File: src/rtl/main_control_fsm_if.sv
// Instruction handshake and data-memory request bus of the main control unit.
// The master side sources instructions and answers memory requests; the FSM is the slave.
interface main_control_fsm_if;
    logic [15:0] instr;
    logic        instr_valid;
    logic        instr_ready;
    logic        mem_ack;
    logic        mem_read;
    logic        mem_write;

    modport master (
        output instr,
        output instr_valid,
        output mem_ack,
        input  instr_ready,
        input  mem_read,
        input  mem_write
    );

    modport slave (
        input  instr,
        input  instr_valid,
        input  mem_ack,
        output instr_ready,
        output mem_read,
        output mem_write
    );
endinterface

File: src/rtl/main_control_fsm.sv
// Multi-cycle main control unit for the 16-bit processor: sequences FETCH/DECODE/EXEC/MEM/WB,
// drives ALU class and datapath enables, counts retired instructions.
//
// state    | meaning
// ---------+--------------------------------------------------------------
// S_FETCH  | waiting for an instruction; instr_ready high
// S_DECODE | dispatch on latched opcode; JMP/HALT retire here
// S_EXEC   | ALU cycle; BEQ retires here
// S_MEM    | data memory access held until mem_ack or timeout
// S_WB     | single register-file write; retire
// S_HALT   | halted; only rst leaves
module main_control_fsm #(
    parameter int MEM_TIMEOUT = 15,
    parameter int RET_W       = 16
) (
    input  logic             clk,
    input  logic             rst,
    main_control_fsm_if.slave bus,
    output logic [2:0]       alu_op,
    output logic             alu_src,
    output logic             branch,
    output logic             jump,
    output logic             pc_write,
    output logic             mem_to_reg,
    output logic             reg_write,
    output logic             illegal_op,
    output logic             mem_err,
    output logic             halted,
    output logic [RET_W-1:0] retired
);

    typedef enum logic [2:0] {
        S_FETCH  = 3'd0,
        S_DECODE = 3'd1,
        S_EXEC   = 3'd2,
        S_MEM    = 3'd3,
        S_WB     = 3'd4,
        S_HALT   = 3'd5
    } state_t;

    localparam logic [3:0] OP_RTYPE = 4'b0000;
    localparam logic [3:0] OP_ADDI  = 4'b0001;
    localparam logic [3:0] OP_ANDI  = 4'b0010;
    localparam logic [3:0] OP_ORI   = 4'b0011;
    localparam logic [3:0] OP_LW    = 4'b0100;
    localparam logic [3:0] OP_SW    = 4'b0101;
    localparam logic [3:0] OP_BEQ   = 4'b0110;
    localparam logic [3:0] OP_SLTI  = 4'b0111;
    localparam logic [3:0] OP_JMP   = 4'b1000;
    localparam logic [3:0] OP_HALT  = 4'b1111;

    // Last MEM cycle index: the counter would reach MEM_TIMEOUT at the end of it.
    localparam logic [7:0] WAIT_LAST = 8'(MEM_TIMEOUT - 1);

    state_t      state;
    state_t      state_nxt;
    logic [15:0] ir;
    logic [3:0]  opcode;
    logic [7:0]  wait_cnt;
    logic        retire;
    logic        timeout;
    logic        fetch_fire;
    logic        unused_ir_bits;

    assign opcode         = ir[15:12];
    assign unused_ir_bits = ^ir[11:0];
    assign fetch_fire     = (state == S_FETCH) && bus.instr_valid;

    always_ff @(posedge clk) begin
        if (rst) begin
            state <= S_FETCH;
        end else begin
            state <= state_nxt;
        end
    end

    always_ff @(posedge clk) begin
        if (rst) begin
            ir       <= '0;
            wait_cnt <= '0;
            retired  <= '0;
            mem_err  <= 1'b0;
        end else begin
            mem_err <= timeout;
            if (fetch_fire) begin
                ir <= bus.instr;
            end
            if (state != S_MEM) begin
                wait_cnt <= '0;
            end else if (!bus.mem_ack) begin
                wait_cnt <= wait_cnt + 8'd1;
            end
            if (retire) begin
                retired <= retired + RET_W'(1);
            end
        end
    end

    always_comb begin
        state_nxt = state;
        retire    = 1'b0;
        timeout   = 1'b0;
        case (state)
            S_FETCH: begin
                if (bus.instr_valid) begin
                    state_nxt = S_DECODE;
                end
            end
            S_DECODE: begin
                if (opcode == OP_JMP) begin
                    retire    = 1'b1;
                    state_nxt = S_FETCH;
                end else if (opcode == OP_HALT) begin
                    retire    = 1'b1;
                    state_nxt = S_HALT;
                end else if (opcode[3]) begin
                    state_nxt = S_FETCH;
                end else begin
                    state_nxt = S_EXEC;
                end
            end
            S_EXEC: begin
                if ((opcode == OP_LW) || (opcode == OP_SW)) begin
                    state_nxt = S_MEM;
                end else if (opcode == OP_BEQ) begin
                    retire    = 1'b1;
                    state_nxt = S_FETCH;
                end else begin
                    state_nxt = S_WB;
                end
            end
            S_MEM: begin
                // An ack on the final wait cycle still wins over the timeout.
                if (bus.mem_ack) begin
                    if (opcode == OP_LW) begin
                        state_nxt = S_WB;
                    end else begin
                        retire    = 1'b1;
                        state_nxt = S_FETCH;
                    end
                end else if (wait_cnt == WAIT_LAST) begin
                    timeout   = 1'b1;
                    state_nxt = S_FETCH;
                end
            end
            S_WB: begin
                retire    = 1'b1;
                state_nxt = S_FETCH;
            end
            S_HALT: begin
                state_nxt = S_HALT;
            end
            default: begin
                state_nxt = S_FETCH;
            end
        endcase
    end

    always_comb begin
        bus.instr_ready = 1'b0;
        bus.mem_read    = 1'b0;
        bus.mem_write   = 1'b0;
        alu_op          = 3'b000;
        alu_src         = 1'b0;
        branch          = 1'b0;
        jump            = 1'b0;
        pc_write        = 1'b0;
        mem_to_reg      = 1'b0;
        reg_write       = 1'b0;
        illegal_op      = 1'b0;
        halted          = 1'b0;
        case (state)
            S_FETCH: begin
                bus.instr_ready = 1'b1;
                pc_write        = bus.instr_valid;
            end
            S_DECODE: begin
                if (opcode == OP_JMP) begin
                    jump     = 1'b1;
                    pc_write = 1'b1;
                end else if (opcode[3] && (opcode != OP_HALT)) begin
                    illegal_op = 1'b1;
                end
            end
            S_EXEC: begin
                case (opcode)
                    OP_RTYPE: begin alu_op = 3'b010; alu_src = 1'b0; end
                    OP_ADDI:  begin alu_op = 3'b000; alu_src = 1'b1; end
                    OP_ANDI:  begin alu_op = 3'b011; alu_src = 1'b1; end
                    OP_ORI:   begin alu_op = 3'b100; alu_src = 1'b1; end
                    OP_LW:    begin alu_op = 3'b000; alu_src = 1'b1; end
                    OP_SW:    begin alu_op = 3'b000; alu_src = 1'b1; end
                    OP_BEQ:   begin alu_op = 3'b001; alu_src = 1'b0; branch = 1'b1; end
                    OP_SLTI:  begin alu_op = 3'b101; alu_src = 1'b1; end
                    default:  begin alu_op = 3'b000; alu_src = 1'b0; end
                endcase
            end
            S_MEM: begin
                bus.mem_read  = (opcode == OP_LW);
                bus.mem_write = (opcode == OP_SW);
            end
            S_WB: begin
                reg_write  = 1'b1;
                mem_to_reg = (opcode == OP_LW);
            end
            S_HALT: begin
                halted = 1'b1;
            end
            default: begin
                bus.instr_ready = 1'b0;
            end
        endcase
    end

endmodule
File: src/flat_wrapper.sv
// flat-port wrapper written by rule: the top's interface ports become plain ports
module main_control_fsm_flat 
#(
    parameter int MEM_TIMEOUT = 15,
    parameter int RET_W       = 16
)
  (clk, rst, alu_op, alu_src, branch, jump, pc_write, mem_to_reg, reg_write, illegal_op, mem_err, halted, retired, bus_instr, bus_instr_valid, bus_mem_ack, bus_instr_ready, bus_mem_read, bus_mem_write);
  main_control_fsm_if bus_i ();
  input  logic clk;
  input  logic rst;
  output logic [2:0] alu_op;
  output logic alu_src;
  output logic branch;
  output logic jump;
  output logic pc_write;
  output logic mem_to_reg;
  output logic reg_write;
  output logic illegal_op;
  output logic mem_err;
  output logic halted;
  output logic [RET_W-1:0] retired;
  input wire logic [$bits(bus_i.instr)-1:0] bus_instr;
  input wire logic [$bits(bus_i.instr_valid)-1:0] bus_instr_valid;
  input wire logic [$bits(bus_i.mem_ack)-1:0] bus_mem_ack;
  output wire logic [$bits(bus_i.instr_ready)-1:0] bus_instr_ready;
  output wire logic [$bits(bus_i.mem_read)-1:0] bus_mem_read;
  output wire logic [$bits(bus_i.mem_write)-1:0] bus_mem_write;
  assign bus_i.instr = bus_instr;
  assign bus_i.instr_valid = bus_instr_valid;
  assign bus_i.mem_ack = bus_mem_ack;
  assign bus_instr_ready = bus_i.instr_ready;
  assign bus_mem_read = bus_i.mem_read;
  assign bus_mem_write = bus_i.mem_write;
  main_control_fsm #(.MEM_TIMEOUT(MEM_TIMEOUT), .RET_W(RET_W)) u_core (.clk(clk), .rst(rst), .bus(bus_i), .alu_op(alu_op), .alu_src(alu_src), .branch(branch), .jump(jump), .pc_write(pc_write), .mem_to_reg(mem_to_reg), .reg_write(reg_write), .illegal_op(illegal_op), .mem_err(mem_err), .halted(halted), .retired(retired));
endmodule
File: config.mk
export PLATFORM = sky130hd
export DESIGN_NAME = main_control_fsm_flat
export DESIGN_NICKNAME = d
export VERILOG_FILES = /design/src/rtl/main_control_fsm_if.sv /design/src/rtl/main_control_fsm.sv /design/src/flat_wrapper.sv
export SDC_FILE = /design/constraint.sdc
export NUM_CORES = 1
export LEC_CHECK = 0
export CAP_MARGIN = 25
export CORE_ASPECT_RATIO = 0.75
export CORE_MARGIN = 1.5
export CORE_UTILIZATION = 43
export CTS_CLUSTER_DIAMETER = 200
export DETAILED_ROUTE_END_ITERATION = 7
export PLACE_DENSITY = 0.72
export SETUP_SLACK_MARGIN = 0.02
export SYNTH_ARGS = -nofsm -noshare
export SYNTH_HDL_FRONTEND = slang
export SYNTH_SLANG_ARGS = --single-unit
File: constraint.sdc
create_clock -name clk -period 4.76 [get_ports clk]
set_input_delay 0.952 -clock clk [delete_from_list [all_inputs] [get_ports clk]]
set_output_delay 0.952 -clock clk [all_outputs]
set_load 0.02 [all_outputs]
== Word-level counts from Yosys, hierarchy flattened ==
Index checks and enable logic that the tools add are counted.

* Register bits after elaboration: 44
* Latch bits: 0
* RAM bits: 0
* ROM bits: 0
* Bits of input ports: 20
* Word-level logic and storage cells: 71
* Memories: 0

* Add/sub/neg operators: 2
* Multiply operators: 0
* Div/mod/pow operators: 0
* $lt $le $gt $ge: 0
* Eq/ne operators: 19
* Shifts and indexed selects: 0
* Muxes and demuxes: 35
* Bitwise logic cells: 1
* Reductions and logical operators: 9

{| class="wikitable"
|+ Operator list
! kind !! number
|-
| one-hot mux 3 bit (5 select lines) || 2
|-
| two-way mux 3 bit || 9
|-
| two-way mux 1 bit || 21
|-
| adder 16 x 1 -> 16 bit, second input constant || 1
|-
| equality test 4 x 3 -> 1 bit, second input constant || 4
|-
| adder 8 x 1 -> 8 bit, second input constant || 1
|-
| equality test 4 x 2 -> 1 bit, second input constant || 2
|-
| equality test 4 bit, second input constant || 2
|-
| equality test 8 x 4 -> 1 bit, second input constant || 1
|-
| equality test 3 x 2 -> 1 bit, second input constant || 2
|-
| equality test 3 bit, second input constant || 2
|-
| != test 3 x 2 -> 1 bit, second input constant || 2
|-
| OR reduction 6 bit || 1
|-
| equality test 4 x 1 -> 1 bit, second input constant || 1
|-
| zero test 4 bit || 1
|-
| != test 4 bit, second input constant || 1
|-
| one-hot mux 1 bit (4 select lines) || 1
|-
| equality test 3 x 1 -> 1 bit, second input constant || 1
|-
| zero test 3 bit || 1
|-
| OR reduction 3 bit || 1
|-
| logical AND 1 bit || 2
|-
| two-way mux 2 bit || 1
|-
| != test 2 bit, second input constant || 1
|-
| one-hot mux 1 bit (2 select lines) || 1
|-
| 4 further kinds || 4
|}

== Logic depth before layout (Yosys ltp) ==
* Depth after elaboration: 5
* Depth in mapped cells: 6
* Mapped depth without buffers: 6

== Worst setup path after synthesis ==
Ideal clock, no wire load.

* Kind: reg2out
* From: reg u_core.state[0]
* To: out pc_write
* Data arrival time: 1674 ps
* Required time: 3808 ps
* Setup slack: 2134 ps
* Stages on the path, launching flop included: 6
* Buffers on the path: 2
* Cell sequence: dfxtp_1 -> buf_2 -> nor3_1 -> and2_1 -> buf_1 -> or2_2

* Longest elaborated chain between the ends: 2

{| class="wikitable"
|+ Ends and longest elaborated chain
! element !! RTL line !! source
|-
| from (decl) || main_control_fsm.sv:55 || <nowiki>state_t state;</nowiki>
|-
| from (signal assigned) || main_control_fsm.sv:73 || <nowiki>state <= state_nxt;</nowiki>
|-
| equality test 3 x 1 -> 1 bit or zero test 3 bit (tied branches) || main_control_fsm.sv:172 || <nowiki>case (state)</nowiki>
|-
| one-hot mux 1 bit (2 select lines) * || main_control_fsm.sv:172 ||
|-
| to (decl) || flat_wrapper.sv:15 || <nowiki>output logic pc_write;</nowiki>
|}

Mark *: on every way between the ends. The rest lies on a longest branch, timed or not.

== Final worst setup path ==
* From: in bus_instr_valid
* To: out pc_write

* Longest elaborated chain between the ends: 1

{| class="wikitable"
|+ Ends and longest elaborated chain
! element !! RTL line !! source
|-
| from (decl) || flat_wrapper.sv:23 || <nowiki>input wire logic [$bits(bus_i.instr_valid)-1:0] bus_instr_valid;</nowiki>
|-
| one-hot mux 1 bit (2 select lines) || main_control_fsm.sv:172 ||
|}

No other way between the ends.

==> metrics.txt <==
P per Cell Area 256 nW/um^2; max incr delay on CP 0.59 ns; CP required 3.81 ns; PnR Total Power 0.615 mW; max-cap viol count 0; Initial DRC Count 206; Pleak 0.868 nW; largest net degree at the start of global routing 35; top cells by area, synth dfxtp_1 34%, mux2_1 6.6%, nor2_1 6.4%; reg2reg path depth 4; synthesized instance count 225; Final GP Congestion 0.861; top cell type's share of synthesized area 34.1%; Slew Limit Headroom 51.1%; post_cts resized 0; Top FF cell, synth dfxtp_1; # Post-CTS Setup Buffers 0; Pins Over Slew Limit 0; most frequent cells after synthesis 32 x dfxtp_1, 32 x nor2_1, 16 x nor2b_1; WL final 4.11 mm; cts hold-fix bufs 0; Worst Clk Skew 0.00417 ns; CP startpoint kind input port; CP max stage cell clkdlybuf4s50_1; RR Startpoint u_core.ir[14]$_SDFFE_PP0P_; CTS tree done; Worst Path Arrival 2.47 ns; Yosys top cell by area dfxtp_1; Worst Path Max Fanout 5; diode count 0; Distinct cells, synth 49; FF-to-FF End u_core.retired[14]$_SDFFE_PP0P_; DP Wirelength 2.79 mm; Max Freq 292 MHz; cells along the critical path clkdlybuf4s50_1 > and2_1 > or2_2 > clkdlybuf4s50_1; clock buffer depth 2; period utilization 71.9%; DRT Pass-1 Iters 5; Final ANT Viol Nets 0; Yosys reg bits 32; Worst setup EP type output port; clock-pin slew on the worst setup and hold paths 0.07 ns; chip height 60.3 um; reg2reg setup slack 2.25 ns; H-tree depth 2; final hold vios 0; syn avg cell area 8.35 um^2; fin crit period 3.42 ns; Port Buffers 38; Root Buffer clkbuf_8; crit path to pc_write; endpoints failing setup 0; CP most frequent cell clkdlybuf4s50_1; gr ovfl total 0; peak supply drop 0.000173 V; # DRC 0; Initial Utilization 45.5%; Setup Total Neg Slack 0 ns; area grow syn2layout 27.9%; full die area 4780 um^2; initial antenna violation count 0; Core Footprint 4130 um^2; critical path type input port to output port; Hold WC Path Type flop to flop; Die W 79.3 um; Seq/Total Area, Yosys 34.1%; WL/cell 13.2 um; vias in the first global route 1405; Worst Setup SP bus_instr_valid; Tightest Pin Transition 0.733 ns; worst skew pair latency 0.29 ns; hold_sp u_core.wait_cnt[7]$_SDFFE_PP0N_; status finished clean; first-pass GRT wire length 6.66 mm; Syn Nets 248; layout cell share with drive strength beyond 1 10.5%; Final #Nets 279; num ports 51; total CTS buffers 5; clk sinks 32; Ys Warns 0; row count 20; GRT Total Usage 18.4%; post-DR vias/cell 5.33; via count 1663; EDFF count, synth 0; Async S/R FF share, synth 0%; RSZ-0062 raised after global routing false; synthesized cell area 1880 um^2
## report_power, final
group / internal [mW] / switching, mW
clock: 0.155 / 0.109
combinational: 0.0313 / 0.0338
sequential: 0.273 / 0.0140
## per-layer routing
layer | vias to the layer above | track usage, % | routed length (um)
li1 | 861 | - | -
met1 | 741 | 26.1 | 2030
met2 | 53 | 26.1 | 1760
met3 | 8 | 4.27 | 250
met4 | 0 | 9.27 | 73
met5 | - | 0 | 0
## sequential cells by signal, summed over array words and instances, names as in the netlist
name,cells
u_core.state,3
u_core.wait_cnt,8
u_core.mem_err,1
u_core.retired,16
u_core.ir,4
## worst min path at each step
stage                                            to  slack [ns]  depth (start not counted)
floorplan           u_core.wait_cnt[7]$_SDFFE_PP0N_        0.48                          2
global placement    u_core.wait_cnt[7]$_SDFFE_PP0N_        0.50                          2
detailed placement   u_core.retired[1]$_SDFFE_PP0P_        0.50                          2
CTS                 u_core.wait_cnt[7]$_SDFFE_PP0N_        0.52                          2
global route         u_core.retired[1]$_SDFFE_PP0P_        0.56                          2
finish              u_core.wait_cnt[7]$_SDFFE_PP0N_        0.52                          2
## cell families (layout without fill, tap and decap cells)
logic type	Yosys count	after routing	share of synthesized area [%]
xor+xnor	8	8	3.73
simple gates	106	106	30.6
fa+ha+maj	3	3	2.00
mux	17	17	9.99
flops	32	32	34.1
buf+inv	20	52	4.59
compound gates	39	39	15.0
## final cells by class
| class | instances | area, um^2 |
|---|---|---|
| fill | 380 | 1730 |
| multi-input combinational | 173 | 1150 |
| sequential | 32 | 641 |
| timing repair buffer | 40 | 415 |
| clock buffer | 5 | 68.8 |
| tap | 55 | 68.8 |
| clock inverter | 3 | 42.5 |
| inverter | 4 | 15.0 |
## metrics by stage
| stage | instances | setup slack, ns | util (%) | cell area, um^2 | hold WS (ns) |
|---|---|---|---|---|---|
| finish | 312 | 1.34 | 58.2 | 2400 | 0.518 |
| detailed placement | 303 | 1.34 | 54.8 | 2260 | 0.501 |
| global placement | 303 | 1.34 | 54.8 | 2260 | 0.498 |
| global route | 312 | 1.27 | 58.2 | 2400 | 0.557 |
| CTS | 311 | 1.34 | 57.5 | 2380 | 0.523 |
| floorplan | 225 | 2.13 | - | 1880 | 0.479 |
## worst max-delay path: cells and delay by family
kind | cells | cell delay (ns)
buffers and inverters | 2 | 1.10
and+or+nand+nor | 2 | 0.42
## placed cells by master (no fill, tap or decap), types with 2 or more instances in the layout
cell type	synthesis	final
o21ba_2	2	2
a21boi_0	2	2
nor2_1	32	32
nor2b_1	16	16
nand3_1	8	8
a21oi_1	10	10
nand4_1	6	6
mux2i_1	3	3
clkdlybuf4s50_1	0	38
or2_2	2	2
clkbuf_8	0	5
xor2_1	7	7
a211oi_1	4	4
nor3_1	6	6
and3_1	3	3
o21ai_0	4	4
mux2_2	3	3
mux2_1	11	11
nor4_1	4	4
a21oi_2	8	8
nand2b_1	2	2
dfxtp_1	32	32
nand2_1	11	11
inv_1	4	4
and2_1	3	3
and4_1	3	3
ha_1	3	3
Power figures use the tool's default switching activity.
